===== src/rtl/fsm_ctx_pkg.sv =====
// ============================================================================
// fsm_ctx_pkg : context states and shared next-state/hit functions
// Rev 1.0
// ============================================================================
`default_nettype none

package fsm_ctx_pkg;

  typedef enum logic [1:0] {
    S0 = 2'd0,
    S1 = 2'd1,
    S2 = 2'd2,
    S3 = 2'd3
  } ctx_state_t;

  function automatic ctx_state_t ctx_next(ctx_state_t s, logic b);
    ctx_state_t n;
    n = S0;
    if (b) begin
      case (s)
        S0:      n = S1;
        S1:      n = S2;
        default: n = S3;
      endcase
    end
    return n;
  endfunction

  // Entry into S2 is only possible from S1, so this marks the second 1 of a run.
  function automatic logic ctx_is_hit(ctx_state_t s, logic b);
    return (s == S1) && b;
  endfunction

endpackage

`default_nettype wire


===== src/rtl/ctx_rr_arb.sv =====
// ============================================================================
// ctx_rr_arb : round-robin arbiter, one-hot + binary grant, owns rr pointer
// Rev 1.0
// ============================================================================
`default_nettype none

module ctx_rr_arb
  import fsm_ctx_pkg::*;
#(
  parameter int N_CH = 4,
  parameter int CH_W = $clog2(N_CH)
) (
  input  logic            clk,
  input  logic            rst_n,
  input  logic [N_CH-1:0] req,
  input  logic            adv,
  output logic [N_CH-1:0] gnt,
  output logic [CH_W-1:0] gnt_idx
);

  logic [CH_W-1:0] r_ptr;
  logic            w_found;

  // First pass covers [ptr, N_CH-1], second pass the wrapped part [0, ptr-1].
  always_comb begin
    gnt     = '0;
    gnt_idx = '0;
    w_found = 1'b0;
    for (int i = 0; i < N_CH; i++) begin
      if (!w_found && req[i] && (i >= int'(r_ptr))) begin
        w_found = 1'b1;
        gnt[i]  = 1'b1;
        gnt_idx = CH_W'(i);
      end
    end
    for (int i = 0; i < N_CH; i++) begin
      if (!w_found && req[i]) begin
        w_found = 1'b1;
        gnt[i]  = 1'b1;
        gnt_idx = CH_W'(i);
      end
    end
  end

  always_ff @(posedge clk or negedge rst_n) begin
    if (!rst_n) begin
      r_ptr <= '0;
    end else if (adv) begin
      r_ptr <= (gnt_idx == CH_W'(N_CH - 1)) ? '0 : gnt_idx + 1'b1;
    end
  end

endmodule

`default_nettype wire


===== src/rtl/fsm_ctx_scheduler.sv =====
// ============================================================================
// fsm_ctx_scheduler : one shared run-of-ones detector time-multiplexed over
//                     N_CH channel contexts with a registered hit event
// Rev 1.0
// ============================================================================
`default_nettype none

module fsm_ctx_scheduler
  import fsm_ctx_pkg::*;
#(
  parameter int N_CH = 4,
  parameter int CH_W = $clog2(N_CH)
) (
  input  logic              clk,
  input  logic              rst_n,
  input  logic [N_CH-1:0]   bit_valid,
  input  logic [N_CH-1:0]   bit_data,
  output logic [N_CH-1:0]   bit_ready,
  input  logic [N_CH-1:0]   ch_clear,
  output logic              hit_valid,
  output logic [CH_W-1:0]   hit_ch,
  output logic [2*N_CH-1:0] ch_state
);

  ctx_state_t      r_ctx [N_CH];
  logic            r_hit_valid;
  logic [CH_W-1:0] r_hit_ch;

  logic [N_CH-1:0] w_cand;
  logic [N_CH-1:0] w_gnt;
  logic [CH_W-1:0] w_idx;
  logic            w_fire;
  ctx_state_t      w_cur;
  ctx_state_t      w_next;
  logic            w_hit;

  // A clearing channel is held off so its pending bit survives the clear.
  assign w_cand = bit_valid & ~ch_clear;

  ctx_rr_arb #(
    .N_CH (N_CH),
    .CH_W (CH_W)
  ) u_arb (
    .clk     (clk),
    .rst_n   (rst_n),
    .req     (w_cand),
    .adv     (w_fire),
    .gnt     (w_gnt),
    .gnt_idx (w_idx)
  );

  assign bit_ready = w_gnt;
  assign w_fire    = |w_gnt;
  assign w_cur     = r_ctx[w_idx];
  assign w_next    = ctx_next(w_cur, bit_data[w_idx]);
  assign w_hit     = w_fire && ctx_is_hit(w_cur, bit_data[w_idx]);

  always_ff @(posedge clk or negedge rst_n) begin
    if (!rst_n) begin
      for (int i = 0; i < N_CH; i++) begin
        r_ctx[i] <= S0;
      end
      r_hit_valid <= 1'b0;
      r_hit_ch    <= '0;
    end else begin
      for (int i = 0; i < N_CH; i++) begin
        if (ch_clear[i]) begin
          r_ctx[i] <= S0;
        end else if (w_gnt[i]) begin
          r_ctx[i] <= w_next;
        end
      end
      r_hit_valid <= w_hit;
      if (w_hit) begin
        r_hit_ch <= w_idx;
      end
    end
  end

  assign hit_valid = r_hit_valid;
  assign hit_ch    = r_hit_ch;

  for (genvar g = 0; g < N_CH; g++) begin : g_state
    assign ch_state[2*g +: 2] = r_ctx[g];
  end

endmodule

`default_nettype wire


===== config.mk =====
export PLATFORM = sky130hd
export DESIGN_NAME = fsm_ctx_scheduler
export DESIGN_NICKNAME = d
export VERILOG_FILES = /design/src/rtl/fsm_ctx_pkg.sv /design/src/rtl/ctx_rr_arb.sv /design/src/rtl/fsm_ctx_scheduler.sv
export SDC_FILE = /design/constraint.sdc
export NUM_CORES = 1
export LEC_CHECK = 0
export CORE_MARGIN = 3
export CORE_UTILIZATION = 47
export DETAILED_ROUTE_END_ITERATION = 8
export HOLD_SLACK_MARGIN = 0.05
export PLACE_DENSITY = 0.9
export SLEW_MARGIN = 20
export SYNTH_ARGS = -nofsm -noshare
export SYNTH_HDL_FRONTEND = slang
export SYNTH_HIERARCHICAL = 1
export SYNTH_SLANG_ARGS = --single-unit

===== constraint.sdc =====
create_clock -name clk -period 4.7 [get_ports clk]
set_input_delay 0.94 -clock clk [delete_from_list [all_inputs] [get_ports clk]]
set_output_delay 0.94 -clock clk [all_outputs]
set_load 0.005 [all_outputs]

Yosys cells after proc, flatten, opt, wreduce, memory -nomap -nowiden

Index checks and enable logic that the tools add are counted.

Bits in registers: 13
Input bits: 14

Add/subtract/negate cells: 1
Order comparisons: 5
Equal/unequal tests: 2
Muxes and demuxes: 37
Bitwise operators: 3
Reductions and logical operators: 25

Operator list:

| operator                                            | count |
|---|---|
| two-way mux 2 bit                                   | 18 |
| two-way mux 1 bit                                   | 16 |
| logical AND 1 bit                                   | 12 |
| nonzero test 2 bit                                  | 4 |
| zero test 1 bit                                     | 7 |
| AND 4 bit                                           | 1 |
| binary-select mux 2 bit (select 2 bit)              | 1 |
| >= comparator 1 x 2 -> 1 bit, first input constant  | 2 |
| NOT 4 bit                                           | 1 |
| case mux 2 bit (2 select lines)                     | 1 |
| OR reduction 4 bit                                  | 1 |
| >= comparator 3 bit, second input constant          | 1 |
| < comparator 2 x 3 -> 1 bit, second input constant  | 1 |
| NOT 2 -> 3 bit                                      | 1 |
| adder 2 x 1 -> 2 bit, second input constant         | 1 |
| binary-select mux 1 bit (select 2 bit)              | 1 |
| equality test 2 x 1 -> 1 bit, second input constant | 1 |
| equality test 2 bit, second input constant          | 1 |
| >= comparator 2 bit, first input constant           | 1 |
| zero test 2 bit                                     | 1 |

Depth between registers and ports, before layout

Gate-level depths: netlist of the first run.

Depth in word-level cells: 36
Depth in mapped cells: 9

Cells and area by module

The synthesis of the first run kept the hierarchy.

Modules (own cells, without submodules):

| module            | instances | cells each | area each (µm²) | seq. area each (µm²) |
|---|---|---|---|---|
| fsm_ctx_scheduler | 1         | 45         | 563.0           | 275.3 |
| ctx_rr_arb        | 1         | 37         | 279.0           | 50.0 |

Worst setup path before layout of the first run

OpenSTA, ideal clock, no wires.

Path type: in2reg
Start: input port bit_valid[1]
End: register r_hit_ch[0], in the netlist hit_ch[0]
Setup time: 125 ps
Arrival: 2987 ps
Data required time: 4575 ps
Slack: 1588 ps
Cell stages on the path: 7
Path buffers: 0
Path through: nor2b_1 a21oi_1 a311oi_2 mux4_2 nand2b_4 nor2_4 mux2_4

Cells in the longest elaborated chain, start to end: 30

RTL lines:

| element                                               | line                    | RTL |
|---|---|---|
| start, declared                                       | fsm_ctx_scheduler.sv:16 | `input logic [N_CH-1:0] bit_valid,` |
| AND 4 bit (*)                                         | fsm_ctx_scheduler.sv:38 | `assign w_cand = bit_valid & ~ch_clear;` |
| logical AND 1 bit (2 in series)                       | ctx_rr_arb.sv:30        | `if (!w_found && req[i] && (i >= int'(r_ptr))) begin` |
| two-way mux 1 bit                                     | ctx_rr_arb.sv:30        |  |
| zero test 1 bit                                       | ctx_rr_arb.sv:30        |  |
| logical AND 1 bit (2 in series)                       | ctx_rr_arb.sv:30        |  |
| two-way mux 1 bit                                     | ctx_rr_arb.sv:30        |  |
| zero test 1 bit                                       | ctx_rr_arb.sv:30        |  |
| logical AND 1 bit                                     | ctx_rr_arb.sv:30        |  |
| (+13 left out)                                        | --                      |  |
| named net w_idx[0]                                    | fsm_ctx_scheduler.sv:31 | `logic [CH_W-1:0] w_idx;` |
| NOT 2 -> 3 bit (implied by the code)                  | fsm_ctx_scheduler.sv:54 | `assign w_cur = r_ctx[w_idx];` |
| binary-select mux 2 bit (select 2 bit)                | fsm_ctx_scheduler.sv:54 |  |
| two-way mux 2 bit (implied by the code) (2 in series) | fsm_ctx_scheduler.sv:54 |  |
| equality test 2 x 1 -> 1 bit                          | fsm_ctx_pkg.sv:31       | `return (s == S1) && b;` |
| logical AND 1 bit (*)                                 | fsm_ctx_pkg.sv:31       |  |
| logical AND 1 bit (*)                                 | fsm_ctx_scheduler.sv:56 | `assign w_hit = w_fire && ctx_is_hit(w_cur, bit_data[w_idx]);` |
| named net w_hit                                       | fsm_ctx_scheduler.sv:35 | `logic w_hit;` |
| end signal, assigned                                  | fsm_ctx_scheduler.sv:75 | `r_hit_ch <= w_idx;` |
| end, declared                                         | fsm_ctx_scheduler.sv:27 | `logic [CH_W-1:0] r_hit_ch;` |

The timed path passes the listed nets; every way through them passes the cells marked *. The select of a mux whose other input is x is not followed.
A chain may end at the register's enable or synchronous reset.

Worst setup path in the final report of the first run

Start: input port bit_valid[3]
End: output port bit_ready[2]

Cells in the longest elaborated chain, start to end: 12

RTL lines:

| element               | line                    | RTL |
|---|---|---|
| AND 4 bit (*)         | fsm_ctx_scheduler.sv:38 |  |
| named net w_cand[3]   | fsm_ctx_scheduler.sv:29 | `logic [N_CH-1:0] w_cand;` |
| logical AND 1 bit (*) | ctx_rr_arb.sv:30        |  |
| two-way mux 1 bit (*) | ctx_rr_arb.sv:30        |  |
| zero test 1 bit       | ctx_rr_arb.sv:37        | `if (!w_found && req[i]) begin` |
| logical AND 1 bit     | ctx_rr_arb.sv:37        |  |
| two-way mux 1 bit (*) | ctx_rr_arb.sv:37        |  |
| zero test 1 bit       | ctx_rr_arb.sv:37        |  |
| logical AND 1 bit     | ctx_rr_arb.sv:37        |  |
| two-way mux 1 bit (*) | ctx_rr_arb.sv:37        |  |
| zero test 1 bit (*)   | ctx_rr_arb.sv:37        |  |
| logical AND 1 bit (*) | ctx_rr_arb.sv:37        |  |
| two-way mux 1 bit (*) | ctx_rr_arb.sv:37        |  |
| end, declared         | fsm_ctx_scheduler.sv:18 | `output logic [N_CH-1:0] bit_ready,` |

The timed path passes the listed nets; every way through them passes the cells marked *.

==> results of run 1 <==
-- flip-flops by register name, indices dropped and copies added (netlist names) --
register and count:
ch_state 8, hit_ch 2, hit_valid 1, u_arb/r_ptr 2
-- power groups by stage --
stage	clock network, W	logic, W	registers [W]
floorplan	0	0.000123	0.000143
global placement	0	0.000152	0.000160
detailed placement	0	0.000156	0.000160
CTS	0.0000741	0.000156	0.000159
global route	0.0000802	0.000170	0.000164
finish	0.0000735	0.000156	0.000159
-- layout make-up --
type	count	area share
multi-input cells	64	0.420
well taps	24	0.0259
clock buffers	4	0.0227
repair buffers	28	0.242
flip-flops and latches	13	0.280
inverters	3	0.00971
-- per-layer routing --
layer | track usage | share of wire
met3 | 0.0460 | 0.065
met4 | 0.0806 | 0.019
met1 | 0.276 | 0.46
met5 | 0 | 0
met2 | 0.291 | 0.46
-- Yosys cell counts (all sizes together) --
library cell,n
a311oi,1
mux2i,5
o2111ai,1
a21boi,2
mux4,3
mux2,2
nand3b,1
buf,2
o21a,1
nand2,2
o21ai,4
nor2b,4
o211a,2
nor2,8
o22ai,2
inv,3
dfrtp,13
o221a,1
and2,2
or4,1
nand2b,5
or2,1
a21oi,12
nand3,4
-- worst max path at each step --
stage                    to  depth (start not counted)  slack, ns         start
2_1_floorplan     hit_ch[0]                          7       1.59  bit_valid[1]
3_3_place_gp      hit_ch[1]                          8       0.87   ch_clear[1]
3_5_place_dp      hit_ch[1]                          8       0.82  bit_valid[3]
4_1_cts        bit_ready[2]                          7       0.91  bit_valid[3]
5_1_grt        bit_ready[2]                          7       0.75  bit_valid[3]
6_report       bit_ready[2]                          7       0.89  bit_valid[3]
-- cell families (layout without fill, tap and decap cells) --
logic type / count (synthesis) / count (layout) / synth area share
simple gates: 28 / 28 / 0.195
buf+inv: 5 / 35 / 0.0357
mux: 10 / 10 / 0.175
flops: 13 / 13 / 0.386
compound gates: 26 / 26 / 0.208
-- through the flow --
stage	setup slack [ns]	hold WS, ns	cells	util	cell area (um^2)
after floorplan	1.59	0.507	82	-	842
after global placement	0.870	0.511	132	0.711	1130
after detailed placement	0.820	0.507	132	0.711	1130
after CTS	0.908	0.540	136	0.728	1160
after global routing	0.750	0.568	136	0.728	1160
final	0.890	0.537	136	0.728	1160
==> summary.md, run 1 <==
| Metric | Value |
|---|---|
| Status | completed |
| Warnings, synthesis | 6 |
| Post-CTS Setup Bufs | 0 |
| Die span in y | 48.3 um |
| Longest Clk Path Bufs | 2 |
| Max FO, Critical Path | 8 |
| Hold/Removal Path Class | reg2reg |
| Die X-Extent | 48.3 um |
| Post-Syn Area per Cell | 10.3 um^2 |
| Cell-internal power | 0.000247 W |
| CP Capture Type | output pin |
| Synth Cell Area | 842 um^2 |
| Final wirelength | 2.09 mm |
| PwrDens | 335 nW/um^2 |
| Layout cells sized above 1 | 0.134 |
| Core region area | 1590 um^2 |
| Root Buffer | clkbuf_4 |
| Yosys cell types | 31 |
| Critical path, cell by cell | clkdlybuf4s50_1, nor2b_1, a21oi_1, a21oi_1, o22ai_1, and2_2, clkdlybuf4s50_1 |
| Hold path depth | 1 |
| Final Total Pwr | 0.000388 W |
| R2R Setup Slk | 1.87 ns |
| Vias in the first global route | 772 |
| Per-cell routed wire length | 15.4 um |
| Final setup fails | 0 |
| Global Route Usage Sum | 0.196 |
| Worst EP arrival | 2.87 ns |
| Max Clock Skew | 0.00497 ns |
| I/O pin total | 29 |
| Post_cts resized | 0 |
| Final Hold Fails | 0 |
| Seq/Total Area, Yosys | 0.386 |
| RD Place Congestion | 0.781 |
| CP required | 3.76 ns |
| 1st-pass router iterations | 4 |
| Cell family with most CP delay | buffers and inverters |
| FMAX | 262 MHz |
| Antenna violations before repair | 0 |
| Cell taking the most area after synthesis | dfrtp_1 |
| Number of vias per cell | 5.60 |
| Port Buf Inserts | 28 |
| Final nets | 127 |
| Maximum vdd drop | 0.209 mV |
| Syn-to-layout area delta | 37.7% |
| Std cell rows | 14 |
| # hold bufs at CTS | 0 |
| Total area of sequential cells | 325 um^2 |
| Synth area leaders | dfrtp_1, mux4_2, a21oi_1 |
| CTS clk-pin slew, worst paths | 0.08 ns |
| Switching fraction of total power | 0.365 |
| Initial Util | 0.528 |
| Tmin final | 3.81 ns |
| CP Launch Type | input port |
| Hold Path Sink | hit_ch[0] |
| Fill count | 102 |
| Max-cap violations | 0 |
| Hold_sp | hit_ch[0] |
| Synth Net Count | 96 |
| Commonest cells after routing, fill and taps aside | clkdlybuf4s50_1, dfrtp_1, a21oi_1, nor2_1, mux2i_1 |
| Largest net degree at the start of global routing | 14 |
| Synth top area share | 0.386 |
| Footprint of the multi-input gates | 487 um^2 |
| Switching power | 0.000142 W |
| DRT antenna net count | 0 |
| Post-DP HPWL | 1.58 mm |
| CTS Buf Count | 3 |
| H-tree levels | 1 |
| RSZ-0062 raised after global routing | false |
| TritonCTS clock tree | done |
| Comb power frac | 0.402 |
| Slew headroom | 0.548 |
| DRC | 0 |
| Clock network power share | 0.189 |
| Yosys reg bits | 13 |
| Setup Crit Path Kind | in2out |
| CP max stage delay | 0.45 ns |
| Final Cycle Share | 0.811 |
| Final Max Slew Viols | 0 |
| CP max-delay cell | clkdlybuf4s50_1 |
| Commonest non-fill, non-tap cell in the layout | clkdlybuf4s50_1 |
| Sequential share of power | 0.409 |
| # clock sinks | 13 |
| GRT Residual Overflow | 0 |
| Worst slew pin tran | 0.677 ns |
| First-pass GRT wire length | 3.57 mm |
| # diodes | 0 |
| Reg-to-reg startpoint | u_arb/r_ptr[1] |
| Worst Reg2Reg Path Length in Cells | 7 |
| Mapped Cells | 82 |
| Clock Latency Late Sink | 0.29 ns |
| Die ar. | 2340 um^2 |
| Lkg Pwr | 0.459 nW |
| DR vias | 762 |
| RR Endpoint | hit_ch[1] |
| Worst path bufs/invs | 2 |
| Drt first-iter violations | 15 |
| Setup TNS | 0 ns |
(Power assumes the default switching activity.)
==> inputs of run 2 (changes only) <==
CORE_UTILIZATION = 44   (was 47)
PLACE_DENSITY = 0.85   (was 0.9)
clock period = 3.84 ns   (was 4.7 ns; I/O delays follow)
==> run 2 against run 1 <==
Compared with the run above: sequential share of layout area down 0.39 points; non-clock buffer count grew 2; largest cell class unchanged; clock skew down 0.0040 ns; design area rose by 1.4%; routed wire length grew 4.1%; die area up 6.0%.
==> summary.md, run 2 (synthesis results as in run 1) <==
| Metric | Value |
|---|---|
| Reg-to-reg startpoint | u_arb/r_ptr[1] (unchanged) |
| CP dominant cell by count | clkdlybuf4s50_1 |
| Lkg Pwr | 0.470 nW (was 0.459 nW) |
| Std cell rows | 15 (was 14) |
| Hold WS | 0.549 ns (was 0.537 ns) |
| CTS Buf Count | 3 (unchanged) |
| Fin util | 0.667 (was 0.728) |
| Worst slew pin tran | 0.588 ns (was 0.677 ns) |
| Final nets | 129 (was 127) |
| Largest net degree at the start of global routing | 14 (unchanged) |
| Worst path bufs/invs | 2 (unchanged) |
| CP Capture Type | output pin (unchanged) |
| TritonCTS clock tree | done (unchanged) |
| DRC | 0 (unchanged) |
| Final Hold Fails | 0 (unchanged) |
| Commonest non-fill, non-tap cell in the layout | clkdlybuf4s50_1 (unchanged) |
| Final setup fails | 0 (unchanged) |
| Status | completed (unchanged) |
| Per-cell routed wire length | 15.7 um (was 15.4 um) |
| CP required | 3.07 ns (was 3.76 ns) |
| RD Place Congestion | 0.905 (was 0.781) |
| Die ar. | 2470 um^2 (was 2340 um^2) |
| PwrDens | 405 nW/um^2 (was 335 nW/um^2) |
| Core region area | 1760 um^2 (was 1590 um^2) |
| Maximum vdd drop | 0.241 mV (was 0.209 mV) |
| Antenna violations before repair | 0 (unchanged) |
| CTS clk-pin slew, worst paths | 0.07 ns (was 0.08 ns) |
| RSZ-0062 raised after global routing | false (unchanged) |
| Post_cts resized | 0 (unchanged) |
| DRT antenna net count | 0 (unchanged) |
| First-pass GRT wire length | 3.59 mm (was 3.57 mm) |
| Final Total Pwr | 0.000476 W (was 0.000388 W) |
| # diodes | 0 (unchanged) |
| Final Max Slew Viols | 0 (unchanged) |
| Cell family with most CP delay | buffers and inverters (unchanged) |
| Clock Latency Late Sink | 0.27 ns (was 0.29 ns) |
| H-tree levels | 1 (unchanged) |
| Drt first-iter violations | 17 (was 15) |
| Commonest cells after routing, fill and taps aside | clkdlybuf4s50_1, dfrtp_1, a21oi_1, nor2_1, mux2i_1 (unchanged) |
| Longest Clk Path Bufs | 2 (unchanged) |
| Port Buf Inserts | 28 (unchanged) |
| Syn-to-layout area delta | 39.7% (was 37.7%) |
| Post-DP HPWL | 1.68 mm (was 1.58 mm) |
| Root Buffer | clkbuf_4 (unchanged) |
| Final Cycle Share | 0.878 |
| Vias in the first global route | 773 (was 772) |
| Number of vias per cell | 5.72 (was 5.60) |
| CP Launch Point | ch_clear[2] (was bit_valid[3]) |
| Setup Crit Path Kind | in2out (unchanged) |
| Max-cap violations | 0 (unchanged) |
| Post-CTS Setup Bufs | 0 (unchanged) |
| Worst EP arrival | 2.60 ns (was 2.87 ns) |
| Placed instance area | 1150 um^2 (was 1130 um^2) |
| FMAX | 297 MHz |
| Slew headroom | 0.607 (was 0.548) |
| CP max stage delay | 0.47 ns (was 0.45 ns) |
| Die X-Extent | 49.7 um (was 48.3 um) |
| CP max-delay cell | clkdlybuf4s50_1 (unchanged) |
| # clock sinks | 13 (unchanged) |
| Global Route Usage Sum | 0.190 (was 0.196) |
| Critical path, cell by cell | clkdlybuf4s50_1, nor2b_1, o21ai_0, o211a_1, clkdlybuf4s50_1 (was clkdlybuf4s50_1, nor2b_1, a21oi_1, a21oi_1, o22ai_1, and2_2, clkdlybuf4s50_1) |
| Max reg flops | 8 (unchanged) |
| 1st-pass router iterations | 5 (was 4) |
| Max FO, Critical Path | 7 (was 8) |
| Hold_sp | hit_ch[1] (was hit_ch[0]) |
| Setup TNS | 0 ns (unchanged) |
| Hold/Removal Path Class | reg2reg (unchanged) |
| DR vias | 795 (was 762) |
| GRT Residual Overflow | 0 (unchanged) |
| CP Launch Type | input port (unchanged) |
| Initial Util | 0.477 (was 0.528) |
| Die span in y | 49.7 um (was 48.3 um) |
| Post-layout instance area | 1180 um^2 (was 1160 um^2) |
| Max Clock Skew | 0.000989 ns (was 0.00497 ns) |
| I/O pin total | 29 (unchanged) |
| Layout cells sized above 1 | 0.149 (was 0.134) |
| # hold bufs at CTS | 0 (unchanged) |
| Tmin final | 3.37 ns |
| Final wirelength | 2.18 mm (was 2.09 mm) |
## run 2: layout make-up
class,instances,area [um^2]
tap,25,31.3
multi-input combinational,64,487
sequential,13,325
timing repair buffer,30,295
clock buffer,4,26.3
fill,142,588
inverter,3,11.3
## run 2: path summary, 6_finish.rpt
path                                end  cells past startpoint  slack (ns)
setup / recovery           bit_ready[3]                      5        0.47
hold / removal                hit_ch[1]                      1        0.55
setup reg to reg              hit_ch[0]                      8        1.19
hold reg to reg               hit_ch[1]                      1        0.55
max in group asynchronous   ch_state[0]                      1        2.60
min in group asynchronous   ch_state[2]                      1        0.87
## run 2: stage by stage
step / cells / worst slack (ns)
after floorplan: 82 / 0.900
after global placement: 135 / 0.506
after detailed placement: 135 / 0.382
after CTS: 139 / 0.472
after global routing: 139 / 0.316
final: 139 / 0.470
## run 2: report_power, final
| part | total, W | switching (W) | internal (W) | leakage, nW |
|---|---|---|---|---|
| registers | 0.000197 | 0.0000389 | 0.000158 | 0.173 |
| logic | 0.000197 | 0.0000904 | 0.000106 | 0.282 |
| clock network | 0.0000826 | 0.0000423 | 0.0000403 | 0.0150 |
| total | 0.000476 | 0.000172 | 0.000305 | 0.470 |
## run 2: worst register-to-register path, stage by stage, from the launching register on
cell	delay, ns
dfrtp_1	0.57
mux2i_1	0.25
nor2_1	0.07
a311oi_2	0.25
buf_4	0.20
mux4_2	0.54
nand2b_4	0.20
nor2_4	0.16
mux2_4	0.31
## run 2: routing by layer
metal,vias up,GRT usage,share of wire,wire [um]
met5,-,0,0,0
met4,0,0.0553,0.019,41
met3,6,0.0332,0.057,125
met2,37,0.333,0.52,1120
met1,382,0.236,0.41,886
li1,370,-,-,-
==> RTL edit (settings of run 2) <==
`N_CH` is set to 4 in 2 places; all go to 8.
--- a/src/rtl/ctx_rr_arb.sv
+++ b/src/rtl/ctx_rr_arb.sv
@@ -7,7 +7,7 @@
 module ctx_rr_arb
   import fsm_ctx_pkg::*;
 #(
-  parameter int N_CH = 4,
+  parameter int N_CH = 8,
   parameter int CH_W = $clog2(N_CH)
 ) (
   input  logic            clk,
--- a/src/rtl/fsm_ctx_scheduler.sv
+++ b/src/rtl/fsm_ctx_scheduler.sv
@@ -8,7 +8,7 @@
 module fsm_ctx_scheduler
   import fsm_ctx_pkg::*;
 #(
-  parameter int N_CH = 4,
+  parameter int N_CH = 8,
   parameter int CH_W = $clog2(N_CH)
 ) (
   input  logic              clk,
Ports: changed (6 resized); port bits go from 29 to 54. No check against the original RTL was run, so the function may have changed too.
==> RTL edit against run 2 <==
The flow now finishes with violations (negative setup slack); register-to-register slack worse by 0.79 ns; sequential cell count increased by 10; setup slack worse by 0.54 ns; wire length grew to 3.5 times the old value; clock power is 78% higher; area after synthesis is 100% higher; power rose to 3.6 times the old value; cell area grew to 2.6 times the old value; global-route usage up 15 points; largest cell class unchanged.
==> RTL edit: results (changes against run 2) <==
- The routability-driven placement congestion ratio is 0.900 (-0.49%).
- The number of inserted filler cells in the final layout is 180 (+27%).
- The maximum level of the CTS H-tree came to 1 (unchanged).
- The run finished, with violations left.
- The arrival time at the worst endpoint is 4.05 ns (+1.45 ns).
- The slew at the pin with the worst max-slew slack is 0.667 ns (+0.0793 ns).
- The detailed-routed wire length on met2 came to 3980 um (+250%).
- The number of buffers created by CTS is 3 (unchanged).
- The average size of a mapped cell is 9.53 sq um (-7.2%).
- The wire length on met3 came to 576 um (+360%).
- The async set-reset flop share out of synthesis is 1.00 (unchanged).
- The leakage power of the design is 0.00138 uW (+190%).
- The highest net fanout along the worst path was 8 (+1).
- The setup slack after layout is -0.0720 ns (-0.542 ns).
- Ranked by instance count, the synthesized netlist is headed by dfrtp_1, a21oi_1, nand2b_1.
- The clock latency on the worst-skew pair is 0.26 ns.
- The maximum vdd ir drop is 0.000287 V (+19%).
- The overall track demand over capacity in global routing is 0.339 (+0.149).
- Routed signal wires occupy layers up through met4.
- The count of unique library cells instantiated by Yosys was 44 (+42%).
- The clock input transition at the sequential cells of the worst setup and hold paths is 0.08 ns.
- The first-pass GRT wire length is 11400 um (+220%).
- The number of placed instances with taps included is 316 (+130%).
- The final setup skew is 0.00204 ns (+0.00105 ns).
- The synthesized net count is 206 (+110%).
- The total length of routed wires is 7600 um (+250%).
- The final reports fail on negative setup slack.
- The synthesis warning total came to 6 (unchanged).
- The number of inserted diodes is 0 (unchanged).
- The portion of the post-synthesis area used by sequential elements is 0.339 (-0.0471).
- The starting DRC count in detailed routing is 262 (+245).
- The post-route non-filler standard cell count is 344 (+150%).
- The number of detailed-routing iterations run before antenna repair is 5 (unchanged).
- The number of global-route vias before repair is 2217 (+190%).
- The initial antenna violation count is 0 (unchanged).
- The count of input and output buffers was 53 (+89%).
- The post-DP HPWL came to 4660 um (+180%).
- The fraction of final layout cells sized beyond drive strength 1 is 0.403 (+0.254).
- Yosys attributes the largest share of cell area to dfrtp_1, o211ai_1, mux4_2.
- The maximum number of pins on one net before global-route repair is 24 (+10).
- The stage delay of the slowest cell on the critical path is 0.57 ns (+0.10 ns).
- The maximum clock path buffer count is 2 (unchanged).
- The number of setup violations in the final report is 8 (+8).
- The mean number of vias per cell is 6.30 (+10%).
- The flip-flop count of the largest register, all copies and words added is 16 (+8).
- The cell with the largest stage delay on the worst path is mux4_2.
- The path category of the worst min-delay check is in -> async.
- The wire length the detailed router placed on met1 came to 2560 um (+190%).
- The root buffer selected by CTS is clkbuf_8.
- The total number of nets in the final design is 327 (+150%).
-- RTL edit: metrics by stage --
step                 util  TNS [ns]  setup WS [ns]  hold WS, ns  instance area (sq um)
global placement    0.751     -8.60         -0.451        0.498                   2640
floorplan               -         0       0.000396        0.472                   1730
finish              0.857    -0.261        -0.0720        0.469                   3020
global route        0.857     -1.32         -0.230        0.500                   3020
detailed placement  0.751    -10.70         -0.623        0.498                   2640
CTS                 0.818    -0.293        -0.0770        0.520                   2880
-- RTL edit: timing repair --
item | CTS | global route
pin swaps | 7 | 19
gates cloned | 1 | 0
setup endpoints to repair | 24 | 26
gates resized for setup | 20 | 42
buffers inserted | 17 | 6
-- RTL edit: metal layers --
layer,vias up,track usage
met1,1037,0.373
met4,0,0.238
met5,-,0
met3,46,0.0772
met2,164,0.572
li1,919,-
-- RTL edit: power breakdown --
group	switching [uW]	leakage, uW	internal [uW]
clock network	73.2	0.0000228	74.0
logic	567	0.00105	633
registers	66.7	0.000312	291
-- RTL edit: logic make-up (layout without fill, tap and decap cells) --
kind of cell / Yosys count / after routing / share of synthesized area
simple gates: 62 / 62 / 0.222
flops: 23 / 23 / 0.339
fa+ha+maj: 2 / 2 / 0.0147
mux: 14 / 15 / 0.133
buf+inv: 15 / 134 / 0.0435
compound gates: 62 / 62 / 0.247
-- RTL edit: worst max-delay path: cells and delay by family --
| kind | cells | cell delay, ns |
|---|---|---|
| AND/OR/NAND/NOR | 5 | 1.59 |
| multiplexers | 2 | 0.93 |
| AO/OA/AOI/OAI | 3 | 0.50 |
| buffers and inverters | 2 | 0.24 |
-- RTL edit: cell type report --
type | count | share of cell area
Sequential cell | 23 | 0.191
Clock buffer | 4 | 0.0149
Multi-Input combinational cell | 141 | 0.408
Timing Repair Buffer | 121 | 0.356
Tap cell | 46 | 0.0191
Inverter | 9 | 0.0112
-- RTL edit: final timing paths --
path                                      from        endpoint  slack (ns)  cells past startpoint
worst max register to register  u_arb/r_ptr[1]  u_arb/r_ptr[0]        0.40                     20
worst min-delay path                     rst_n  u_arb/r_ptr[1]        0.47                      1
worst min register to register       hit_ch[0]       hit_ch[0]        0.53                      1
worst max-delay path              bit_valid[2]     ch_state[2]       -0.07                     12
min in group clk                     hit_ch[0]       hit_ch[0]        0.53                      1
max in group asynchronous                rst_n     ch_state[8]        3.03                      1
